File: src/rtl/keypad_entry_controller_if.sv
// Keypad entry bus: raw key lines and control in, BCD cook time and status out.
interface keypad_entry_controller_if;
    logic [9:0] keypad;
    logic       clear;
    logic       lock;
    logic [3:0] min_tens;
    logic [3:0] min_ones;
    logic [3:0] sec_tens;
    logic [3:0] sec_ones;
    logic       digit_strobe;
    logic [3:0] last_digit;
    logic       entry_full;
    logic       time_valid;

    modport master (
        output keypad, clear, lock,
        input  min_tens, min_ones, sec_tens, sec_ones,
        input  digit_strobe, last_digit, entry_full, time_valid
    );

    modport slave (
        input  keypad, clear, lock,
        output min_tens, min_ones, sec_tens, sec_ones,
        output digit_strobe, last_digit, entry_full, time_valid
    );
endinterface

File: src/rtl/keypad_entry_controller.sv
// Keypad entry controller: debounces a 10-key pad, rejects multi-key presses
// and shifts accepted digits into a 4-digit BCD MM:SS cook-time register.
module keypad_entry_controller #(
    parameter int DEBOUNCE_CYCLES = 4,
    parameter int CNT_W           = 3
) (
    input  logic                      clk,
    input  logic                      resetn,
    keypad_entry_controller_if.slave  bus
);

    typedef enum logic [1:0] {
        IDLE     = 2'd0,
        DEBOUNCE = 2'd1,
        RELEASE  = 2'd2
    } state_t;

    localparam logic [CNT_W-1:0] LP_LAST = CNT_W'(DEBOUNCE_CYCLES);

    state_t           r_state;
    state_t           w_next_state;
    logic [9:0]       r_sample;
    logic [9:0]       w_next_sample;
    logic [CNT_W-1:0] r_cnt;
    logic [CNT_W-1:0] w_next_cnt;
    logic [CNT_W-1:0] w_cnt_inc;
    logic             w_legal;
    logic             w_key_zero;
    logic             w_accept;
    logic [3:0]       w_code;

    logic [3:0]       r_min_tens;
    logic [3:0]       r_min_ones;
    logic [3:0]       r_sec_tens;
    logic [3:0]       r_sec_ones;
    logic [3:0]       r_last_digit;
    logic [2:0]       r_count;
    logic             r_strobe;
    logic             r_full;
    logic             r_valid;

    // A legal keypad has exactly one line high.
    assign w_key_zero = (bus.keypad == 10'd0);
    assign w_legal    = !w_key_zero && ((bus.keypad & (bus.keypad - 10'd1)) == 10'd0);
    assign w_cnt_inc  = r_cnt + CNT_W'(1);

    // State, latched key sample and debounce counter.
    always_ff @(posedge clk or negedge resetn) begin
        if (!resetn) begin
            r_state  <= IDLE;
            r_sample <= 10'd0;
            r_cnt    <= '0;
        end else begin
            r_state  <= w_next_state;
            r_sample <= w_next_sample;
            r_cnt    <= w_next_cnt;
        end
    end

    // Next-state logic; clear beats lock, lock beats normal sequencing.
    always_comb begin
        w_next_state  = r_state;
        w_next_sample = r_sample;
        w_next_cnt    = r_cnt;
        w_accept      = 1'b0;
        if (bus.clear) begin
            w_next_state = (bus.lock || !w_key_zero) ? RELEASE : IDLE;
            w_next_cnt   = '0;
        end else if (bus.lock) begin
            w_next_state = RELEASE;
            w_next_cnt   = '0;
        end else begin
            unique case (r_state)
                IDLE: begin
                    if (w_legal) begin
                        w_next_sample = bus.keypad;
                        if (DEBOUNCE_CYCLES <= 1) begin
                            w_accept     = 1'b1;
                            w_next_state = RELEASE;
                            w_next_cnt   = '0;
                        end else begin
                            w_next_state = DEBOUNCE;
                            w_next_cnt   = CNT_W'(1);
                        end
                    end
                end
                DEBOUNCE: begin
                    if (bus.keypad == r_sample) begin
                        if (w_cnt_inc == LP_LAST) begin
                            w_accept     = 1'b1;
                            w_next_state = RELEASE;
                            w_next_cnt   = '0;
                        end else begin
                            w_next_cnt = w_cnt_inc;
                        end
                    end else begin
                        w_next_state = IDLE;
                        w_next_cnt   = '0;
                    end
                end
                RELEASE: begin
                    if (w_key_zero) begin
                        if (w_cnt_inc == LP_LAST) begin
                            w_next_state = IDLE;
                            w_next_cnt   = '0;
                        end else begin
                            w_next_cnt = w_cnt_inc;
                        end
                    end else begin
                        w_next_cnt = '0;
                    end
                end
                default: begin
                    w_next_state = IDLE;
                    w_next_cnt   = '0;
                end
            endcase
        end
    end

    // One-hot to BCD encode of the key being accepted.
    always_comb begin
        w_code = 4'd0;
        for (int k = 0; k < 10; k++) begin
            if (w_next_sample[k]) begin
                w_code = 4'(k);
            end
        end
    end

    // Digit shift register, entry count, strobe and status flags.
    always_ff @(posedge clk or negedge resetn) begin
        if (!resetn) begin
            r_min_tens   <= 4'd0;
            r_min_ones   <= 4'd0;
            r_sec_tens   <= 4'd0;
            r_sec_ones   <= 4'd0;
            r_last_digit <= 4'd0;
            r_count      <= 3'd0;
            r_strobe     <= 1'b0;
            r_full       <= 1'b0;
            r_valid      <= 1'b0;
        end else if (bus.clear) begin
            r_min_tens   <= 4'd0;
            r_min_ones   <= 4'd0;
            r_sec_tens   <= 4'd0;
            r_sec_ones   <= 4'd0;
            r_last_digit <= 4'd0;
            r_count      <= 3'd0;
            r_strobe     <= 1'b0;
            r_full       <= 1'b0;
            r_valid      <= 1'b0;
        end else begin
            r_strobe <= 1'b0;
            if (w_accept && (r_count != 3'd4)) begin
                r_min_tens   <= r_min_ones;
                r_min_ones   <= r_sec_tens;
                r_sec_tens   <= r_sec_ones;
                r_sec_ones   <= w_code;
                r_last_digit <= w_code;
                r_count      <= r_count + 3'd1;
                r_strobe     <= 1'b1;
                r_full       <= (r_count == 3'd3);
                r_valid      <= 1'b1;
            end
        end
    end

    assign bus.min_tens     = r_min_tens;
    assign bus.min_ones     = r_min_ones;
    assign bus.sec_tens     = r_sec_tens;
    assign bus.sec_ones     = r_sec_ones;
    assign bus.last_digit   = r_last_digit;
    assign bus.digit_strobe = r_strobe;
    assign bus.entry_full   = r_full;
    assign bus.time_valid   = r_valid;

endmodule
File: src/flat_wrapper.sv
// flat-port wrapper written by rule: the top's interface ports become plain ports
module keypad_entry_controller_flat 
#(
    parameter int DEBOUNCE_CYCLES = 4,
    parameter int CNT_W           = 3
)
  (clk, resetn, bus_keypad, bus_clear, bus_lock, bus_min_tens, bus_min_ones, bus_sec_tens, bus_sec_ones, bus_digit_strobe, bus_last_digit, bus_entry_full, bus_time_valid);
  keypad_entry_controller_if bus_i ();
  input  logic clk;
  input  logic resetn;
  input wire logic [$bits(bus_i.keypad)-1:0] bus_keypad;
  input wire logic [$bits(bus_i.clear)-1:0] bus_clear;
  input wire logic [$bits(bus_i.lock)-1:0] bus_lock;
  output wire logic [$bits(bus_i.min_tens)-1:0] bus_min_tens;
  output wire logic [$bits(bus_i.min_ones)-1:0] bus_min_ones;
  output wire logic [$bits(bus_i.sec_tens)-1:0] bus_sec_tens;
  output wire logic [$bits(bus_i.sec_ones)-1:0] bus_sec_ones;
  output wire logic [$bits(bus_i.digit_strobe)-1:0] bus_digit_strobe;
  output wire logic [$bits(bus_i.last_digit)-1:0] bus_last_digit;
  output wire logic [$bits(bus_i.entry_full)-1:0] bus_entry_full;
  output wire logic [$bits(bus_i.time_valid)-1:0] bus_time_valid;
  assign bus_i.keypad = bus_keypad;
  assign bus_i.clear = bus_clear;
  assign bus_i.lock = bus_lock;
  assign bus_min_tens = bus_i.min_tens;
  assign bus_min_ones = bus_i.min_ones;
  assign bus_sec_tens = bus_i.sec_tens;
  assign bus_sec_ones = bus_i.sec_ones;
  assign bus_digit_strobe = bus_i.digit_strobe;
  assign bus_last_digit = bus_i.last_digit;
  assign bus_entry_full = bus_i.entry_full;
  assign bus_time_valid = bus_i.time_valid;
  keypad_entry_controller #(.DEBOUNCE_CYCLES(DEBOUNCE_CYCLES), .CNT_W(CNT_W)) u_core (.clk(clk), .resetn(resetn), .bus(bus_i));
endmodule
File: config.mk
export PLATFORM = sky130hd
export DESIGN_NAME = keypad_entry_controller_flat
export DESIGN_NICKNAME = d
export VERILOG_FILES = /design/src/rtl/keypad_entry_controller_if.sv /design/src/rtl/keypad_entry_controller.sv /design/src/flat_wrapper.sv
export SDC_FILE = /design/constraint.sdc
export NUM_CORES = 1
export LEC_CHECK = 0
export BUFFER_PORTS_ARGS = -buffer_cell sky130_fd_sc_hd__buf_4
export CAP_MARGIN = 25
export CORE_MARGIN = 4
export CORE_UTILIZATION = 59
export DETAILED_ROUTE_END_ITERATION = 8
export GPL_ROUTABILITY_DRIVEN = 0
export PLACE_DENSITY = 0.84
export SYNTH_ARGS = -nofsm -noshare
export SYNTH_HDL_FRONTEND = slang
export SYNTH_SLANG_ARGS = --single-unit
export TNS_END_PERCENT = 20
File: constraint.sdc
create_clock -name clk -period 2.5 [get_ports clk]
set_input_delay 0.125 -clock clk [delete_from_list [all_inputs] [get_ports clk]]
set_output_delay 0.125 -clock clk [all_outputs]
set_load 0.02 [all_outputs]
==> flow_summary.json, run 1 <==
{
  "ys.flop_type": "dfrtp_1",
  "routed_wl_um": 3900,
  "die_w_um": 66.6,
  "grt_setup_unrepaired": "false",
  "grt_max_degree": 38,
  "dp.cells": 280,
  "grt_pass1_vias": 1558,
  "grt_pass1_wl_um": 7070,
  "antenna_found_initial": 0,
  "setup_violations": 0,
  "final_antenna_net_count": 0,
  "postLayoutCellArea_sq_mm": 0.00242,
  "syn_nets": 225,
  "cap_violations": 0,
  "clockBufferDepth": 2,
  "cts.sinks": 37,
  "critPathArrivalTime_ns": 2.07,
  "wl_per_cell_um": 13.4,
  "synth-warning-count": 0,
  "rows": 21,
  "final_common_cell": "buf_4",
  "whs_ns": 0.0611,
  "fin_skew_ns": 0.00509,
  "finalSetupTns_ns": 0,
  "yosysUniqueCellTypes": 50,
  "synth_area_leaders": "dfrtp_1 (46%), nand2_1 (6.7%), mux2_2 (5.6%)",
  "power_density_mw_per_mm2": 451,
  "post_cts_buffers": 0,
  "layout.nets": 263,
  "synth_top_cell_area_share": 0.457,
  "start_util": 0.607,
  "status": "completed",
  "ioPinCount": 37,
  "die_y_um": 66.6,
  "cp.required_ns": 2.77,
  "drive_gt1_frac": 0.273,
  "synthArstFlopShare": 1.00,
  "fmax_ghz": 0.557,
  "endpoint_kind": "flip-flop",
  "synth_cells": 206,
  "start_kind": "flip-flop",
  "wl_met2_um": 1840,
  "hold_class": "in2reg",
  "hold_viol": 0,
  "clock_latency_ns": 0.34,
  "globalRouteTotalUtil": 0.208,
  "drc": 0,
  "leakagePower_nw": 1.10,
  "drt_iter0_drc": 99,
  "tightest_slew_ns": 0.489,
  "total_power_mw": 1.09,
  "n_antenna_cell": 0,
  "vias": 1595,
  "worst-setup-path-type": "reg2reg",
  "cts_max_level": 2,
  "yosysSeqAreaShare": 0.457,
  "firstDrtPassIters": 4,
  "peakVddDrop_uv": 343,
  "syn_to_final_growth_pct": 19.7,
  "slew_headroom": 0.672,
  "overflow": 0,
  "topRoutingLayerUsed": "met4",
  "clkTransAtPathRegs_ns": 0.11,
  "cts_tree": "done",
  "via_per_inst": 5.48,
  "root_buffer": "clkbuf_4",
  "syn_area_sq_mm": 0.00202,
  "cts_buffers": 5,
  "crit_fanout": 22,
  "core_sq_mm": 0.00334,
  "dpl_cell_area_sq_mm": 0.00231,
  "place_hpwl_um": 2840,
  "maxSlewViolCount": 0,
  "synth_area_per_cell_sq_um": 9.83,
  "wirelength_met1_um": 1840,
  "portBuffers": 36,
  "synth_seq_cells": 37,
  "met3_length_um": 147,
  "min_period_ns": 1.80,
  "layout_common_cells": "buf_4 (38), dfrtp_1 (37), nand2_1 (36), o21ai_0 (20)",
  "final_cell_count_no_fill": 291,
  "yosysTopAreaCell": "dfrtp_1",
  "die-area_sq_mm": 0.00443,
  "synth-edff-count": 0,
  "period_share": 0.718
}
[cell families after synthesis]
logic type      share of synthesized area
fa+ha+maj                          0.0358
simple gates                        0.190
buf+inv                            0.0457
compound gates                      0.163
mux                                0.0606
flops                               0.457
xor+xnor                           0.0476
[power breakdown]
group	internal, mW	total, mW	switching [mW]
clock	0.213	0.413	0.200
combinational	0.0321	0.0815	0.0493
sequential	0.598	0.599	0.000181
[synth_stat cells (3+ instances only)]
master	n
dfrtp_1	37
nand2_1	36
o21ai_0	20
mux2_2	10
xnor2_1	10
inv_1	7
nor2_1	7
buf_4	6
a21oi_1	5
ha_1	5
nand3_1	5
nand4_1	4
nor3_1	4
a21o_1	3
nor2b_1	3
o31ai_1	3
or2_2	3
[worst max-delay path: stages, from the launching register on]
cell,delay [ns]
dfrtp_1,0.39
inv_1,0.06
ha_1,0.21
a211oi_1,0.21
nand3_1,0.16
nor4_4,0.18
buf_4,0.27
o311ai_0,0.15
o21ai_0,0.09
[final timing paths]
check | cells after the start | start | endpoint | slack, ns
min in group asynchronous | 2 | resetn | u_core.r_cnt[1]$_DFFE_PN0P_ | 0.27
max in group asynchronous | 2 | resetn | u_core.r_sample[2]$_DFF_PN0_ | 1.90
min reg2reg | 1 | u_core.bus.time_valid$_DFFE_PN0P_ | u_core.bus.time_valid$_DFFE_PN0P_ | 0.50
max reg2reg | 8 | u_core.r_count[0]$_DFFE_PN0P_ | u_core.bus.sec_ones[1]$_DFFE_PN0P_ | 0.70
max | 8 | u_core.r_count[0]$_DFFE_PN0P_ | u_core.bus.sec_ones[1]$_DFFE_PN0P_ | 0.70
min | 2 | bus_keypad[5] | u_core.r_sample[5]$_DFF_PN0_ | 0.06
[repair_timing]
item,4_1_cts,5_1_grt
gates resized for setup,0,0
hold endpoints to repair,39,0
hold buffers,3,0
[stage by stage]
step	setup WS (ns)	utilization
5_1_grt	0.409	0.726
3_3_place_gp	0.723	0.693
3_5_place_dp	0.719	0.693
2_1_floorplan	0.828	-
4_1_cts	0.683	0.726
6_report	0.705	0.726
[flip-flops by register name (all words and copies together), names as in the netlist, 2 cells and up]
signal / cells
u_core.r_sample: 10
u_core.bus.min_ones: 4
u_core.bus.min_tens: 4
u_core.bus.sec_ones: 4
u_core.bus.sec_tens: 4
u_core.r_cnt: 3
u_core.r_count: 3
u_core.r_state: 2
[area by class of cell]
cell class                 count  area (sq um)
sequential                    37           926
timing repair buffer          41           315
clock buffer                   6          41.3
tap                           46          57.6
fill                         273           913
inverter                       8          30.0
clock inverter                 2          38.8
multi-input combinational    151          1010
[routing by layer]
metal | GRT usage | up-vias
li1 | - | 804
met1 | 0.282 | 744
met2 | 0.324 | 37
met3 | 0.0354 | 10
met4 | 0.0939 | 0
met5 | 0 | -
No activity file was read; power rests on OpenSTA's default activity.
==> inputs of run 2 (changes only) <==
ABC_AREA = 1   (was not set)
CORE_UTILIZATION = 55   (was 59)
PLACE_DENSITY = 0.79   (was 0.84)
clock period = 1.8 ns   (was 2.5 ns; I/O delays follow)
==> run 2 against run 1 <==
Maximum frequency increased by 0.24%. Area after synthesis increased by 1.9%. Sequential power increased by 42%. First-iteration DRC count increased by 2.0%. Clock power increased by 59%. Core utilization increased by 6.4 points. Global-route usage increased by 0.58 points. Highest routed layer unchanged.
==> flow_summary.json, run 2 <==
{
  "setup_violations": 0,
  "finalSetupTns_ns": 0,
  "slew_headroom": 0.693,
  "critPathBufInv": 3,
  "cpPeakStageDelay_ns": 0.40,
  "synth_seq_cells": 37,
  "min_from": "bus_keypad[0]",
  "fin_skew_ns": 0.00386,
  "rows": 21,
  "yosysSeqAreaShare": 0.449,
  "antenna_found_initial": 0,
  "die_w_um": 69.3,
  "drive_gt1_frac": 0.370,
  "wl_per_cell_um": 13.2,
  "die_y_um": 69.3,
  "synth_cells": 251,
  "power_density_mw_per_mm2": 623,
  "globalRouteTotalUtil": 0.214,
  "holdPathEnd": "u_core.r_sample[0]$_DFFE_PN0P_",
  "synthArstFlopShare": 1.00,
  "crit_path_cell_trace": "xnor2_1, nand3_1, nor4_2, buf_4, nand4_1, inv_2, buf_4, nand3_1, nand2_1, o211ai_1, nand2_1, o21ai_0",
  "layout.nets": 337,
  "maxSlewViolCount": 0,
  "layout_common_cells": "buf_4 (65), nand2_1 (59), inv_1 (37), dfrtp_1 (37), nor2_1 (14)",
  "final_util": 0.790,
  "reg2reg_from": "u_core.r_sample[4]$_DFF_PN0_",
  "fmax_ghz": 0.558,
  "syn_nets": 270,
  "vias": 1855,
  "grt_pass1_vias": 1887,
  "largest_register_ffs": 10,
  "start_util": 0.595,
  "hold_class": "in2reg",
  "cts.sinks": 37,
  "grt_pass1_wl_um": 8410,
  "portBuffers": 36,
  "via_per_inst": 5.08,
  "r2r-end": "u_core.r_state[0]$_DFFE_PN0P_",
  "firstDrtPassIters": 4,
  "critPathSlowestCell": "dfrtp_1",
  "syn_to_final_growth_pct": 32.9,
  "clkTransAtPathRegs_ns": 0.07,
  "start_kind": "flip-flop",
  "total_power_mw": 1.71,
  "peakVddDrop_uv": 520,
  "synth_area_leaders": "dfrtp_1 (45%), nand2_1 (11%), inv_1 (6.9%)",
  "yosysUniqueCellTypes": 35,
  "drt_iter0_drc": 101,
  "crit_family": "simple AND/OR/NAND/NOR gates",
  "n_antenna_cell": 0,
  "setup_slack_ns": 0.00900,
  "ioPinCount": 37,
  "cp.required_ns": 1.98,
  "grt_max_degree": 38,
  "syn_area_sq_mm": 0.00206,
  "reg2reg_slack_ns": 0.009,
  "status": "completed",
  "top_register": "u_core.r_sample",
  "synth_most_common_cell": "nand2_1",
  "cts_buffers": 5,
  "final_common_cell": "buf_4",
  "cts_tree": "done",
  "place_hpwl_um": 3520,
  "die-area_sq_mm": 0.00480,
  "routed_wl_um": 4830,
  "root_buffer": "clkbuf_8",
  "crit_fanout": 3,
  "grt_setup_unrepaired": "true",
  "min_period_ns": 1.79,
  "clockBufferDepth": 2,
  "pre_cts_slack_ns": -0.103,
  "cap_violations": 0,
  "postLayoutCellArea_sq_mm": 0.00274,
  "synth_common_cells": "nand2_1 (61), inv_1 (38), dfrtp_1 (37)",
  "overflow": 0,
  "setup.worst_path.start": "u_core.r_sample[4]$_DFF_PN0_",
  "core_sq_mm": 0.00347,
  "ys.flop_type": "dfrtp_1",
  "synth-edff-count": 0,
  "synth_top_cell_area_share": 0.449,
  "worst-setup-path-type": "reg2reg",
  "final_antenna_net_count": 0,
  "yosysTopAreaCell": "dfrtp_1",
  "cts_max_level": 2,
  "critPathArrivalTime_ns": 1.97,
  "rr_worst_depth": 12,
  "drc": 0,
  "worstHoldPathCells": 3,
  "endpoint_kind": "flip-flop",
  "synth_area_per_cell_sq_um": 8.22,
  "leakagePower_nw": 1.43,
  "synth-warning-count": 0,
  "tightest_slew_ns": 0.461,
  "period_share": 0.995,
  "clock_latency_ns": 0.29,
  "dpl_cell_area_sq_mm": 0.00256,
  "hold_viol": 0
}
==> run 2: per-layer routing <==
| layer | wire (um) | vias up | GRT usage | share of wire |
|---|---|---|---|---|
| met2 | 2470 | 39 | 0.372 | 0.51 |
| met3 | 205 | 9 | 0.0449 | 0.042 |
| met1 | 2090 | 873 | 0.262 | 0.43 |
| li1 | - | 934 | - | - |
| met4 | 72 | 0 | 0.0716 | 0.015 |
| met5 | 0 | - | 0 | 0 |
==> run 2: worst min-delay path: cells and delay by family <==
| kind | cells | cell delay [ns] |
|---|---|---|
| buf+inv | 2 | 0.21 |
| compound gates | 1 | 0.09 |
==> run 2: cell type report <==
| class | count | area, sq um |
|---|---|---|
| Clock buffer | 7 | 96.3 |
| Inverter | 45 | 169 |
| Clock inverter | 1 | 8.76 |
| Fill cell | 268 | 727 |
| Tap cell | 46 | 57.6 |
| Multi-Input combinational cell | 162 | 975 |
| Timing Repair Buffer | 67 | 509 |
| Sequential cell | 37 | 926 |
==> run 2: repair_timing <==
action,4_1_cts,5_1_grt
pin swaps,1,3
hold endpoints to repair,37,0
hold buffers,1,0
gates resized for setup,5,11
setup buffers,1,0
endpoints found under the setup margin,18,25
gates cloned,0,0
==> run 2: per-stage QoR <==
step,hold WS [ns],std cells
final,0.136,365
after global routing,0.176,365
after CTS,0.137,365
after detailed placement,0.0797,355
after global placement,0.0798,355
after floorplan,-0.206,251
==> run 2: cells by family (layout without fill, tap and decap cells) <==
kind of cell	after synthesis	count (layout)	synth area share
and+or+nand+nor	111	111	0.263
buffers and inverters	52	120	0.106
AOI/OAI and AO/OA	41	41	0.130
DFF	37	37	0.449
adders and majority gates	5	5	0.0303
xor gates and xnor gates	5	5	0.0212
==> run 2: power breakdown <==
group / leakage (nW) / internal (mW) / switching (mW)
registers: 0.508 / 0.841 / 0.00817
logic: 0.869 / 0.0831 / 0.118
clock network: 0.0549 / 0.353 / 0.304
==> run 2: worst max-delay path by stage <==
stage,to,cells after the start
2_1_floorplan,u_core.bus.min_ones[0]$_DFFE_PN0P_,8
3_3_place_gp,u_core.bus.sec_ones[0]$_DFFE_PN0P_,21
3_5_place_dp,u_core.bus.sec_ones[0]$_DFFE_PN0P_,21
4_1_cts,u_core.bus.min_ones[3]$_DFFE_PN0P_,10
5_1_grt,u_core.r_state[0]$_DFFE_PN0P_,12
6_report,u_core.r_state[0]$_DFFE_PN0P_,12
==> inputs of run 3 (changes only) <==
CORE_MARGIN = not set   (was 4)
==> run 3 against run 2 <==
The run now ends with negative setup slack left. Register-to-register slack worse by 0.03 ns. Clock-buffer cell count unchanged. Core utilization up 0.14 points. First-iteration DRC count up 26%. Non-clock buffer count down 1. Clock skew up 0.0047 ns. Maximum frequency down 1.6%. Sequential power about the same. Via count up 0.81%. Sequential share of layout area down 0.061 points. Sequential cell count unchanged. Setup slack worse by 0.029 ns. Highest routed layer unchanged.
==> flow_summary.json, run 3 (synthesized netlist as in run 2, its figures left out) <==
{
  "crit_path_cell_trace": "xnor2_1, nand3_1, nor4_2, buf_4, nand4_1, inv_2, nand3_2, buf_4, nor3_4, nand2_1, o21ai_2",
  "clkTransAtPathRegs_ns": 0.07,
  "drt_iter0_drc": 127,
  "top_register": "u_core.r_sample",
  "fmax_ghz": 0.550,
  "finalSetupTns_ns": -0.0496,
  "tightest_slew_ns": 0.467,
  "final_antenna_net_count": 0,
  "overflow": 0,
  "endpoint_kind": "flip-flop",
  "p_int_mw": 1.38,
  "cts_max_level": 2,
  "setup_violations": 3,
  "portBuffers": 36,
  "dpl_cell_area_sq_mm": 0.00255,
  "layout.nets": 336,
  "switching_share": 0.233,
  "violations": "negative setup slack",
  "start_util": 0.595,
  "p_clk_frac": 0.411,
  "p_seq_frac": 0.473,
  "cpPeakStageDelay_ns": 0.39,
  "n_fill_cell": 248,
  "critPathArrivalTime_ns": 2.04,
  "comb_power_share": 0.115,
  "cp_common_cell": "buf_4",
  "start_kind": "flip-flop",
  "cts_buffers": 5,
  "ioPinCount": 37,
  "largest_register_ffs": 10,
  "cap_violations": 0,
  "wl_per_cell_um": 13.0,
  "final_common_cell": "buf_4",
  "vias": 1870,
  "grt_pass1_vias": 1868,
  "die_w_um": 63.3,
  "worst-setup-path-type": "reg2reg",
  "pre_cts_slack_ns": -0.116,
  "crit_fanout": 5,
  "routed_wl_um": 4750,
  "peakVddDrop_uv": 553,
  "hold_class": "in2reg",
  "critPathSlowestCell": "dfrtp_1",
  "total_power_mw": 1.79,
  "leakagePower_nw": 1.43,
  "drc": 0,
  "status": "finished, violations left",
  "final_util": 0.792,
  "maxSlewViolCount": 0,
  "setup_slack_ns": -0.0195,
  "min_period_ns": 1.82,
  "grt_max_degree": 38,
  "clock_latency_ns": 0.29,
  "clockBufferDepth": 2,
  "globalRouteTotalUtil": 0.260,
  "slew_headroom": 0.689,
  "cp.required_ns": 2.02,
  "via_per_inst": 5.14,
  "n_antenna_cell": 0,
  "cts.sinks": 37,
  "power_density_mw_per_mm2": 653,
  "fin_skew_ns": 0.00860,
  "syn_to_final_growth_pct": 33.1,
  "crit_family": "simple AND/OR/NAND/NOR gates",
  "grt_pass1_wl_um": 7940,
  "layout_common_cells": "buf_4 (63), nand2_1 (59), dfrtp_1 (37), inv_1 (36), nor2_1 (14)",
  "cts_tree": "done",
  "critPathBufInv": 3,
  "firstDrtPassIters": 4,
  "antenna_found_initial": 0,
  "root_buffer": "clkbuf_8",
  "die-area_sq_mm": 0.00400,
  "place_hpwl_um": 3330,
  "core_sq_mm": 0.00347,
  "switchingPower_mw": 0.419,
  "whs_ns": 0.129,
  "dp.cells": 353,
  "rows": 21,
  "postLayoutCellArea_sq_mm": 0.00275,
  "hold_viol": 0,
  "grt_setup_unrepaired": "true",
  "drive_gt1_frac": 0.362,
  "final_cell_count_no_fill": 364,
  "period_share": 1.01,
  "die_y_um": 63.3
}
run 3: cell types whose count changed in the layout (fill, tap and decap cells not counted), sizes merged:
cell    previous run  this run
inv               46        45
bufinv             0         1
buf               66        65
run 3: what timing repair did:
action	4_1_cts	5_1_grt
buffers inserted	0	2
hold endpoints to repair	37	0
setup endpoints to repair	24	26
resized for setup	5	10
hold buffers	1	0
run 3: final timing paths:
path,start,endpoint,slack (ns),cells past startpoint
min in group asynchronous,resetn,u_core.r_state[0]$_DFFE_PN0P_,0.29,2
max in group asynchronous,resetn,u_core.bus.sec_ones[1]$_DFFE_PN0P_,1.17,2
max,u_core.r_sample[4]$_DFF_PN0_,u_core.bus.sec_ones[2]$_DFFE_PN0P_,-0.02,11
max reg2reg,u_core.r_sample[4]$_DFF_PN0_,u_core.bus.sec_ones[2]$_DFFE_PN0P_,-0.02,11
min reg2reg,u_core.bus.min_tens[2]$_DFFE_PN0P_,u_core.bus.min_tens[2]$_DFFE_PN0P_,0.49,2
min,bus_keypad[0],u_core.r_sample[0]$_DFFE_PN0P_,0.13,3
run 3: layout make-up:
| cell class | instances | area, sq um | share of cell area |
|---|---|---|---|
| multi-input cells | 162 | 968 | 0.353 |
| clock buffers | 7 | 86.3 | 0.0314 |
| clock inverters | 1 | 30.0 | 0.0109 |
| repair buffers | 66 | 509 | 0.185 |
| flip-flops and latches | 37 | 926 | 0.337 |
| well taps | 46 | 57.6 | 0.0210 |
| inverters | 45 | 169 | 0.0615 |
run 3: power by group through the flow:
| stage | clock network, mW | logic (mW) | registers, mW |
|---|---|---|---|
| floorplan | 0 | 0.0910 | 0.865 |
| global placement | 0 | 0.185 | 0.863 |
| detailed placement | 0 | 0.189 | 0.864 |
| CTS | 0.750 | 0.196 | 0.848 |
| global route | 0.789 | 0.231 | 0.850 |
| finish | 0.738 | 0.207 | 0.849 |
run 3: worst register-to-register path, cell delays in order (launching register included):
cell	delay [ns]
dfrtp_1	0.39
xnor2_1	0.15
nand3_1	0.10
nor4_2	0.15
buf_4	0.15
nand4_1	0.10
inv_2	0.10
nand3_2	0.12
buf_4	0.18
nor3_4	0.15
nand2_1	0.09
o21ai_2	0.06
run 3: routing by layer:
| layer | vias up | share of wire | GRT usage |
|---|---|---|---|
| met1 | 873 | 0.42 | 0.313 |
| met4 | 0 | 0.029 | 0.136 |
| met2 | 59 | 0.50 | 0.431 |
| met3 | 13 | 0.050 | 0.0598 |
| li1 | 925 | - | - |
| met5 | - | 0 | 0 |
